--- src/rtl/alu_op_sequencer.sv ---
// Debounced button sequencer for the 4-bit board ALU; optional auto mode under `ALU_CTRL_AUTO_EN.
// Latency: start pulse to result_valid is EXEC_LAT+2 cycles; starts while busy are dropped, never queued.
module alu_op_sequencer #(
   parameter int DEBOUNCE_CYC = 16,
   parameter int EXEC_LAT     = 1,
   parameter int AUTO_PERIOD  = 64
) (
   input  logic        clk,
   input  logic        rst,
   input  logic [4:0]  btn,
   input  logic [7:0]  sw,
   output logic [3:0]  alu_a,
   output logic [3:0]  alu_b,
   output logic [2:0]  alu_op,
   input  logic [3:0]  alu_out,
   input  logic [2:0]  alu_flags,
   output logic [3:0]  result,
   output logic [2:0]  flags,
   output logic        result_valid,
   output logic        busy,
   output logic        auto_active,
   output logic [15:0] disp_data
);

   localparam int DW = $clog2(DEBOUNCE_CYC + 1);

   typedef enum logic [1:0] {S_IDLE, S_LATCH, S_WAIT, S_CAPTURE} state_t;

   logic [4:0]    sync1_q, sync2_q, lvl_q, press;
   logic [DW-1:0] db_cnt_q [5];
   state_t        state_q;
   logic [3:0]    wait_cnt_q;
   logic [2:0]    op_sel_q, op_sel_d;
   logic [3:0]    alu_a_q, alu_b_q, result_q;
   logic [2:0]    alu_op_q, flags_q;
   logic          result_valid_q, busy_q;
   logic          auto_q, auto_start_q;
   logic          start_go;

   // A press fires on the same edge that accepts the new high level.
   always_comb begin
      for (int i = 0; i < 5; i++)
         press[i] = sync2_q[i] && !lvl_q[i] && (db_cnt_q[i] == DW'(DEBOUNCE_CYC - 1));
   end

   always_ff @(posedge clk or posedge rst) begin
      if (rst) begin
         sync1_q <= '0;
         sync2_q <= '0;
         lvl_q   <= '0;
         for (int i = 0; i < 5; i++) db_cnt_q[i] <= '0;
      end else begin
         sync1_q <= btn;
         sync2_q <= sync1_q;
         for (int i = 0; i < 5; i++) begin
            if (sync2_q[i] != lvl_q[i]) begin
               if (db_cnt_q[i] == DW'(DEBOUNCE_CYC - 1)) begin
                  lvl_q[i]    <= sync2_q[i];
                  db_cnt_q[i] <= '0;
               end else begin
                  db_cnt_q[i] <= db_cnt_q[i] + 1'b1;
               end
            end else begin
               db_cnt_q[i] <= '0;
            end
         end
      end
   end

   always_comb begin
      op_sel_d = op_sel_q;
      if (press[0] && !press[1])
         op_sel_d = op_sel_q + 3'd1;
      else if (press[1] && !press[0])
         op_sel_d = op_sel_q - 3'd1;
      if (auto_start_q && state_q == S_IDLE)
         op_sel_d = op_sel_d + 3'd1;
      start_go = (press[2] || auto_start_q) && (state_q == S_IDLE);
   end

   always_ff @(posedge clk or posedge rst) begin
      if (rst) begin
         state_q        <= S_IDLE;
         wait_cnt_q     <= '0;
         op_sel_q       <= '0;
         alu_a_q        <= '0;
         alu_b_q        <= '0;
         alu_op_q       <= '0;
         result_q       <= '0;
         flags_q        <= '0;
         result_valid_q <= 1'b0;
         busy_q         <= 1'b0;
      end else if (press[4]) begin
         // Clear aborts everything but leaves the ALU operands untouched.
         state_q        <= S_IDLE;
         wait_cnt_q     <= '0;
         op_sel_q       <= '0;
         result_q       <= '0;
         flags_q        <= '0;
         result_valid_q <= 1'b0;
         busy_q         <= 1'b0;
      end else begin
         op_sel_q <= op_sel_d;
         case (state_q)
            S_IDLE: begin
               if (start_go) begin
                  state_q <= S_LATCH;
                  busy_q  <= 1'b1;
               end
            end
            S_LATCH: begin
               alu_a_q        <= sw[7:4];
               alu_b_q        <= sw[3:0];
               alu_op_q       <= op_sel_q;
               result_valid_q <= 1'b0;
               wait_cnt_q     <= '0;
               state_q        <= S_WAIT;
            end
            S_WAIT: begin
               if (wait_cnt_q == 4'(EXEC_LAT - 1))
                  state_q <= S_CAPTURE;
               else
                  wait_cnt_q <= wait_cnt_q + 4'd1;
            end
            default: begin
               result_q       <= alu_out;
               flags_q        <= alu_flags;
               result_valid_q <= 1'b1;
               busy_q         <= 1'b0;
               state_q        <= S_IDLE;
            end
         endcase
      end
   end

`ifdef ALU_CTRL_AUTO_EN
   localparam int AW = $clog2(AUTO_PERIOD + 1);
   logic [AW-1:0] auto_cnt_q;

   // The period counter only runs over uninterrupted IDLE stretches.
   always_ff @(posedge clk or posedge rst) begin
      if (rst) begin
         auto_q       <= 1'b0;
         auto_cnt_q   <= '0;
         auto_start_q <= 1'b0;
      end else if (press[4]) begin
         auto_q       <= 1'b0;
         auto_cnt_q   <= '0;
         auto_start_q <= 1'b0;
      end else begin
         if (press[3]) auto_q <= !auto_q;
         if (!auto_q || state_q != S_IDLE || auto_start_q) begin
            auto_cnt_q   <= '0;
            auto_start_q <= 1'b0;
         end else if (auto_cnt_q == AW'(AUTO_PERIOD - 1)) begin
            auto_cnt_q   <= '0;
            auto_start_q <= 1'b1;
         end else begin
            auto_cnt_q <= auto_cnt_q + 1'b1;
         end
      end
   end
`else
   localparam int AUTO_PERIOD_UNUSED = AUTO_PERIOD;
   logic auto_btn_unused;
   assign auto_btn_unused = press[3];
   assign auto_q          = 1'b0;
   assign auto_start_q    = 1'b0;
`endif

   assign alu_a        = alu_a_q;
   assign alu_b        = alu_b_q;
   assign alu_op       = alu_op_q;
   assign result       = result_q;
   assign flags        = flags_q;
   assign result_valid = result_valid_q;
   assign busy         = busy_q;
   assign auto_active  = auto_q;
   assign disp_data    = {1'b0, op_sel_q, alu_a_q, alu_b_q, result_q};

endmodule

--- config.mk ---
export PLATFORM = sky130hd
export DESIGN_NAME = alu_op_sequencer
export DESIGN_NICKNAME = d
export VERILOG_FILES = /design/src/rtl/alu_op_sequencer.sv
export SDC_FILE = /design/constraint.sdc
export NUM_CORES = 1
export LEC_CHECK = 0
export CAP_MARGIN = 40
export CORE_AREA = 8 8 74 92
export CTS_CLUSTER_SIZE = 25
export DETAILED_ROUTE_END_ITERATION = 8
export DIE_AREA = 0 0 82 100
export PLACE_DENSITY = 0.88
export SLEW_MARGIN = 20
export SYNTH_ARGS = -nofsm -noshare
export SYNTH_HDL_FRONTEND = slang
export SYNTH_SLANG_ARGS = --single-unit
--- constraint.sdc ---
create_clock -name clk -period 3.74 [get_ports clk]
set_input_delay 0.748 -clock clk [delete_from_list [all_inputs] [get_ports clk]]
set_output_delay 0.748 -clock clk [all_outputs]
set_load 0.1 [all_outputs]
==> impl_metrics.json, run 1 <==
{
  "synthCells": 230,
  "synth.distinct_cells": 46,
  "cp_max_fo": 5,
  "rr_worst_depth": 8,
  "whs_ns": 0.344,
  "crit_slowest_cell": "dfrtp_1",
  "synth_area_leaders": "dfrtp_1 (54%), ha_1 (6.2%), buf_4 (4.0%)",
  "setup_viol": 0,
  "power_density_nw_per_um2": 914,
  "drt-vias-per-instance": 5.16,
  "ys_top_cells_by_count": "dfrtp_1 (61), nor2_1 (20), inv_1 (18), buf_4 (15), ha_1 (14)",
  "drt_first_iter_violations": 82,
  "syn-mean-instance-area_um2": 12.3,
  "swShare_pct": 50.2,
  "cts.repair.resized": 0,
  "cp_data_required_time_ns": 3.93,
  "cp-endpoint": "op_sel_q[2]",
  "dieArea_um2": 8200,
  "worstSetupEndpointType": "flip-flop",
  "coreArea_um2": 5330,
  "max_cap_viol_count": 0,
  "clk_latency_ns": 0.34,
  "critical_path_class": "flip-flop to flip-flop",
  "synth_area_leader_cell": "dfrtp_1",
  "cts_sinks": 61,
  "cts_made_buffers": 9,
  "root_buffer": "clkbuf_8",
  "fin_crit_ns": 2.27,
  "hold_buffers": 0,
  "grt_usage_pct": 16.0,
  "skew_ns": 0.00739,
  "synth-seq-cells": 61,
  "drive_above_1_share_pct": 23.1,
  "dp_hpwl_mm": 4.65,
  "r2r-start": "db_cnt_q[15]",
  "p_clk_share_pct": 13.1,
  "yosys_warnings": 0,
  "p_int_mw": 1.84,
  "clockBufferDepth": 2,
  "r2r_slack_ns": 1.47,
  "crit_chain": "ha_1, and4b_4, a211oi_4, fa_1, nand2_1, a211oi_1, o21a_1, nor3_2",
  "crit_arrival_ns": 2.46,
  "die_x_um": 82,
  "finalHoldViolCount": 0,
  "cellLeakagePower_nw": 1.86,
  "fillers": 344,
  "grt_max_degree": 26,
  "synth_edf_count": 0,
  "post_cts_buffers": 0,
  "h-tree-depth": 3,
  "r2r_end": "op_sel_q[2]",
  "synth_most_common_cell": "dfrtp_1",
  "cp-start-kind": "flip-flop",
  "vias": 1987,
  "wl_per_cell_um": 15.5,
  "clkTransAtPathRegs_ns": 0.07,
  "detail-route-antenna-nets": 0,
  "max_clock_freq_ghz": 0.440,
  "insertedDiodeCount": 0,
  "grt.overflow.total": 0,
  "start_util_pct": 53.1,
  "irDropWorstVdd_uv": 637,
  "totalWireLength_mm": 5.97,
  "synth_ff_type": "dfrtp_1",
  "area_growth_syn_to_layout_pct": 42.4,
  "rows": 30,
  "first_global_vias": 2107,
  "die_h_um": 100,
  "slew_violations": 0,
  "seq_power_share_pct": 23.4,
  "io-pin-count": 59,
  "hp-class": "flip-flop to flip-flop",
  "tightest_slew_ns": 0.664,
  "tns_ns": 0,
  "p_comb_share_pct": 63.5,
  "cp_slowest_stage_delay_ns": 0.40,
  "place_congestion": 0.783,
  "yosysSeqAreaShare_pct": 53.9,
  "drc": 0,
  "synth_top_cell_area_share_pct": 53.9,
  "netSwitchingPower_mw": 1.85,
  "synthArstFlopShare_pct": 100,
  "synthesis.area_um2": 2830,
  "grt_pass1_wl_mm": 10.0,
  "status": "complete, no violations",
  "cts_tree": "built",
  "rsz0062_at_grt": "false",
  "antenna_found_initial": 0,
  "layout.nets": 353,
  "port_buffers": 55,
  "worstSetupStartpoint": "db_cnt_q[15]",
  "dr.pass1.iters": 4,
  "relSlewSlack_pct": 55.8,
  "post-route-period-util_pct": 60.7
}
==> power by group through the flow <==
stage               Combinational [mW]  Sequential [mW]  Clock, mW
detailed placement                2.36            0.873          0
global route                      2.42            0.881      0.523
CTS                               2.37            0.862      0.491
global placement                  1.82            0.861          0
finish                            2.34            0.862      0.483
floorplan                        0.892             1.50          0
==> cells in the final DEF, fill, tap and decap left out, types with 2 or more instances in the layout <==
| cell type | instances |
|---|---|
| buf_4 | 2 |
| mux2_1 | 7 |
| and4b_4 | 2 |
| buf_8 | 35 |
| a311oi_1 | 3 |
| mux2_2 | 8 |
| nand2_2 | 2 |
| nand4b_1 | 2 |
| xnor2_1 | 5 |
| inv_1 | 17 |
| nor3_1 | 11 |
| and2_1 | 2 |
| clkinv_2 | 4 |
| nor2_1 | 20 |
| nor2b_1 | 2 |
| clkdlybuf4s50_1 | 55 |
| mux2i_1 | 9 |
| ha_1 | 14 |
| xor2_1 | 4 |
| clkbuf_1 | 2 |
| and3_1 | 2 |
| nand2_1 | 4 |
| nand3_1 | 6 |
| a211oi_1 | 2 |
| nor3b_1 | 3 |
| o21a_1 | 3 |
| conb_1 | 2 |
| clkbuf_8 | 9 |
| dfrtp_1 | 61 |
| nor3_2 | 2 |
| o21ai_0 | 2 |
==> per-layer routing <==
| layer | wire [µm] | share of wire (%) | global-route usage, % | up-vias |
|---|---|---|---|---|
| met5 | 0 | 0 | 0 | - |
| met4 | 143 | 2.4 | 7.99 | 0 |
| met3 | 230 | 3.9 | 3.76 | 13 |
| met2 | 3310 | 56 | 28.2 | 49 |
| met1 | 2280 | 38 | 17.0 | 978 |
| li1 | - | - | - | 947 |
==> stage by stage <==
stage	power (mW)	std cells	setup WS [ns]	util, %	area, µm²
2_1_floorplan	2.39	231	1.48	-	2840
3_3_place_gp	2.68	334	1.45	62.8	3350
4_1_cts	3.72	385	1.47	75.7	4030
6_report	3.69	385	1.47	75.7	4030
5_1_grt	3.83	385	1.31	75.7	4030
3_5_place_dp	3.23	369	1.51	72.7	3870
==> worst max-delay path, delay by kind of cell (launching register included) <==
kind	cells	cell delay (ns)
AO/OA/AOI/OAI	3	0.80
flip-flops	1	0.40
AND/OR/NAND/NOR	3	0.36
adder cells (fa/ha/maj)	2	0.56
==> registers in the layout, summed over array words and instances (netlist names), 4 cells and up <==
| register | cells |
|---|---|
| result | 4 |
| alu_b | 4 |
| sync2_q | 4 |
| alu_a | 4 |
| sync1_q | 4 |
| lvl_q | 4 |
| db_cnt_q | 20 |
| wait_cnt_q | 4 |
==> cells by family (layout without fill, tap and decap cells) <==
group | Yosys count | in the layout | share of synthesized area (%)
xor+xnor | 9 | 9 | 2.78
other cells | 1 | 2 | 0.132
buf+inv | 36 | 126 | 7.07
simple gates | 65 | 65 | 13.7
compound gates | 19 | 19 | 6.40
flops | 61 | 61 | 53.9
mux | 24 | 24 | 9.14
fa+ha+maj | 15 | 15 | 6.89
==> worst min path at each step <==
| stage | start | end | slack (ns) | depth (start not counted) |
|---|---|---|---|---|
| 3_5_place_dp | sync1_q[0] | sync2_q[0] | 0.34 | 0 |
| 4_1_cts | sync1_q[1] | sync2_q[1] | 0.35 | 0 |
| 5_1_grt | sync1_q[1] | sync2_q[1] | 0.36 | 0 |
| 2_1_floorplan | sync1_q[0] | sync2_q[0] | 0.33 | 0 |
| 3_3_place_gp | sync1_q[1] | sync2_q[1] | 0.33 | 0 |
| 6_report | sync1_q[1] | sync2_q[1] | 0.34 | 0 |
==> layout make-up <==
type / instances / area, µm² / share of cell area, %
inverter: 18 / 67.6 / 1.67
tap: 64 / 80.1 / 1.99
timing repair buffer: 92 / 1090 / 27.0
clock inverter: 5 / 27.5 / 0.682
sequential: 61 / 1530 / 37.8
clock buffer: 11 / 131 / 3.26
multi-input combinational: 134 / 1110 / 27.5
Note: power is estimated with default switching activity, not from simulation.
==> run 2: changes to the inputs <==
- CORE_AREA: 8 8 74 92 -> 8 8 80 99
- DIE_AREA: 0 0 82 100 -> 0 0 88 107
- PLACE_DENSITY: 0.88 -> 0.8
- clock period: 3.74 -> 2.04 ns (I/O delays scaled with it)
==> run 2 against run 1 <==
Compared with the run above: global-route usage is 4.0 points lower; maximum frequency is 18% higher; non-clock buffer count is 31 lower; clock skew is 0.0011 ns lower; wire length is 13% lower; first-iteration DRC count is 6.1% lower; hold slack better by 0.0019 ns; sequential share of layout area is 5.4 points higher; register-to-register slack worse by 1.4 ns; clock-buffer cell count is 1 higher; critical path type unchanged.
==> impl_metrics.json, run 2 (synthesis gave the netlist of run 1 again) <==
{
  "die_h_um": 107,
  "slew_violations": 0,
  "status": "complete, no violations",
  "detail-route-antenna-nets": 0,
  "drt_first_iter_violations": 77,
  "die_x_um": 88,
  "dr.pass1.iters": 4,
  "h-tree-depth": 3,
  "rsz0062_at_grt": "false",
  "cts_made_buffers": 9,
  "fillers": 545,
  "worstSetupEndpointType": "flip-flop",
  "coreArea_um2": 6400,
  "rows": 33,
  "clk_latency_ns": 0.33,
  "dieArea_um2": 9420,
  "drive_above_1_share_pct": 28.5,
  "drt-vias-per-instance": 4.85,
  "top_register": "db_cnt_q",
  "crit_arrival_ns": 2.14,
  "cts_tree": "built",
  "cts_sinks": 61,
  "max_cap_viol_count": 0,
  "hold_buffers": 0,
  "max_clock_freq_ghz": 0.517,
  "post_cts_buffers": 0,
  "fin_crit_ns": 1.93,
  "port_buffers": 55,
  "clkTransAtPathRegs_ns": 0.06,
  "vias": 1818,
  "io-pin-count": 59,
  "start_util_pct": 44.3,
  "tns_ns": 0,
  "area_growth_syn_to_layout_pct": 24.9,
  "cp_max_fo": 3,
  "drc": 0,
  "setup_viol": 0,
  "totalWireLength_mm": 5.22,
  "grt_pass1_wl_mm": 8.80,
  "grt_usage_pct": 12.0,
  "layout.nets": 322,
  "dp_hpwl_mm": 3.87,
  "cp_data_required_time_ns": 2.25,
  "root_buffer": "clkbuf_8",
  "grt_max_degree": 62,
  "skew_ns": 0.00631,
  "critical_path_class": "flip-flop to flip-flop",
  "antenna_found_initial": 0,
  "hp-class": "flip-flop to flip-flop",
  "place_congestion": 0.729,
  "layout_common_cells": "dfrtp_1 (59), buf_4 (40), nor2_1 (20), clkdlybuf4s50_1 (20), inv_1 (17)",
  "grt.overflow.total": 0,
  "insertedDiodeCount": 0,
  "stdcell_count": 375,
  "clockBufferDepth": 2,
  "post-route-period-util_pct": 94.7,
  "wl_per_cell_um": 13.9,
  "finalHoldViolCount": 0,
  "first_global_vias": 1931,
  "largest_reg_flops": 20,
  "dpl.cell_count": 361,
  "fin_util_pct": 55.3,
  "cp-start-kind": "flip-flop",
  "layout_commonest_cell": "dfrtp_1"
}
[run 2: cell count changes in the layout (fill, tap and decap cells not counted), moves of 2 or more]
cell and delta:
buf_8 -35, clkdlybuf4s50_1 -35, buf_4 +38, clkinv_2 -3, ha_1 -2, dfrtp_2 +2, dfrtp_1 -2
[run 2: path summary, 6_finish.rpt]
| path | start | end | slack (ns) | depth (start not counted) |
|---|---|---|---|---|
| max | db_cnt_q[15] | op_sel_q[2] | 0.11 | 7 |
| max reg2reg | db_cnt_q[15] | op_sel_q[2] | 0.11 | 7 |
| min in group asynchronous | rst | alu_a[1] | 0.45 | 3 |
| min reg2reg | sync1_q[2] | sync2_q[2] | 0.35 | 0 |
| min | sync1_q[2] | sync2_q[2] | 0.35 | 0 |
| max in group asynchronous | rst | op_sel_q[1] | 1.30 | 3 |
[run 2: what timing repair did]
action                                  in CTS  in global routing
gates resized for setup                      1                  4
pin swaps                                    0                  5
endpoints found under the setup margin       1                  1
gates cloned                                 0                  0
[run 2: layout make-up]
cell class | count | area [µm²] | share of cell area, %
Timing Repair Buffer | 61 | 520 | 14.7
Clock inverter | 2 | 35.0 | 0.990
Inverter | 18 | 67.6 | 1.91
Clock buffer | 12 | 145 | 4.10
Tap cell | 87 | 109 | 3.08
Multi-Input combinational cell | 134 | 1130 | 32.0
Sequential cell | 61 | 1530 | 43.2
[run 2: worst max-delay path, stage by stage, from the launching register on]
cell,delay (ns)
dfrtp_1,0.37
ha_2,0.19
and4b_4,0.25
a211oi_4,0.07
fa_2,0.40
a2111oi_4,0.30
o21a_1,0.19
nor3_2,0.04
[run 2: stage by stage]
stage	hold WS, ns	cell area [µm²]	worst slack [ns]
2_1_floorplan	0.331	2840	-0.0156
3_3_place_gp	0.334	3340	0.0739
3_5_place_dp	0.336	3340	0.00638
4_1_cts	0.349	3520	0.00720
5_1_grt	0.365	3540	0.0226
6_report	0.346	3540	0.107
[run 2: layer usage]
layer  up-vias  part of all wire [%]  track usage [%]
li1        881                     -                -
met1       896                    40             12.6
met2        32                    53             21.1
met3         9                   4.8             2.60
met4         0                   1.9             7.77
met5         -                     0                0
Power of run 2 is left out: the tool's default activity adds up to more than one toggle a clock period on the data nets, which glitch-free logic cannot reach.
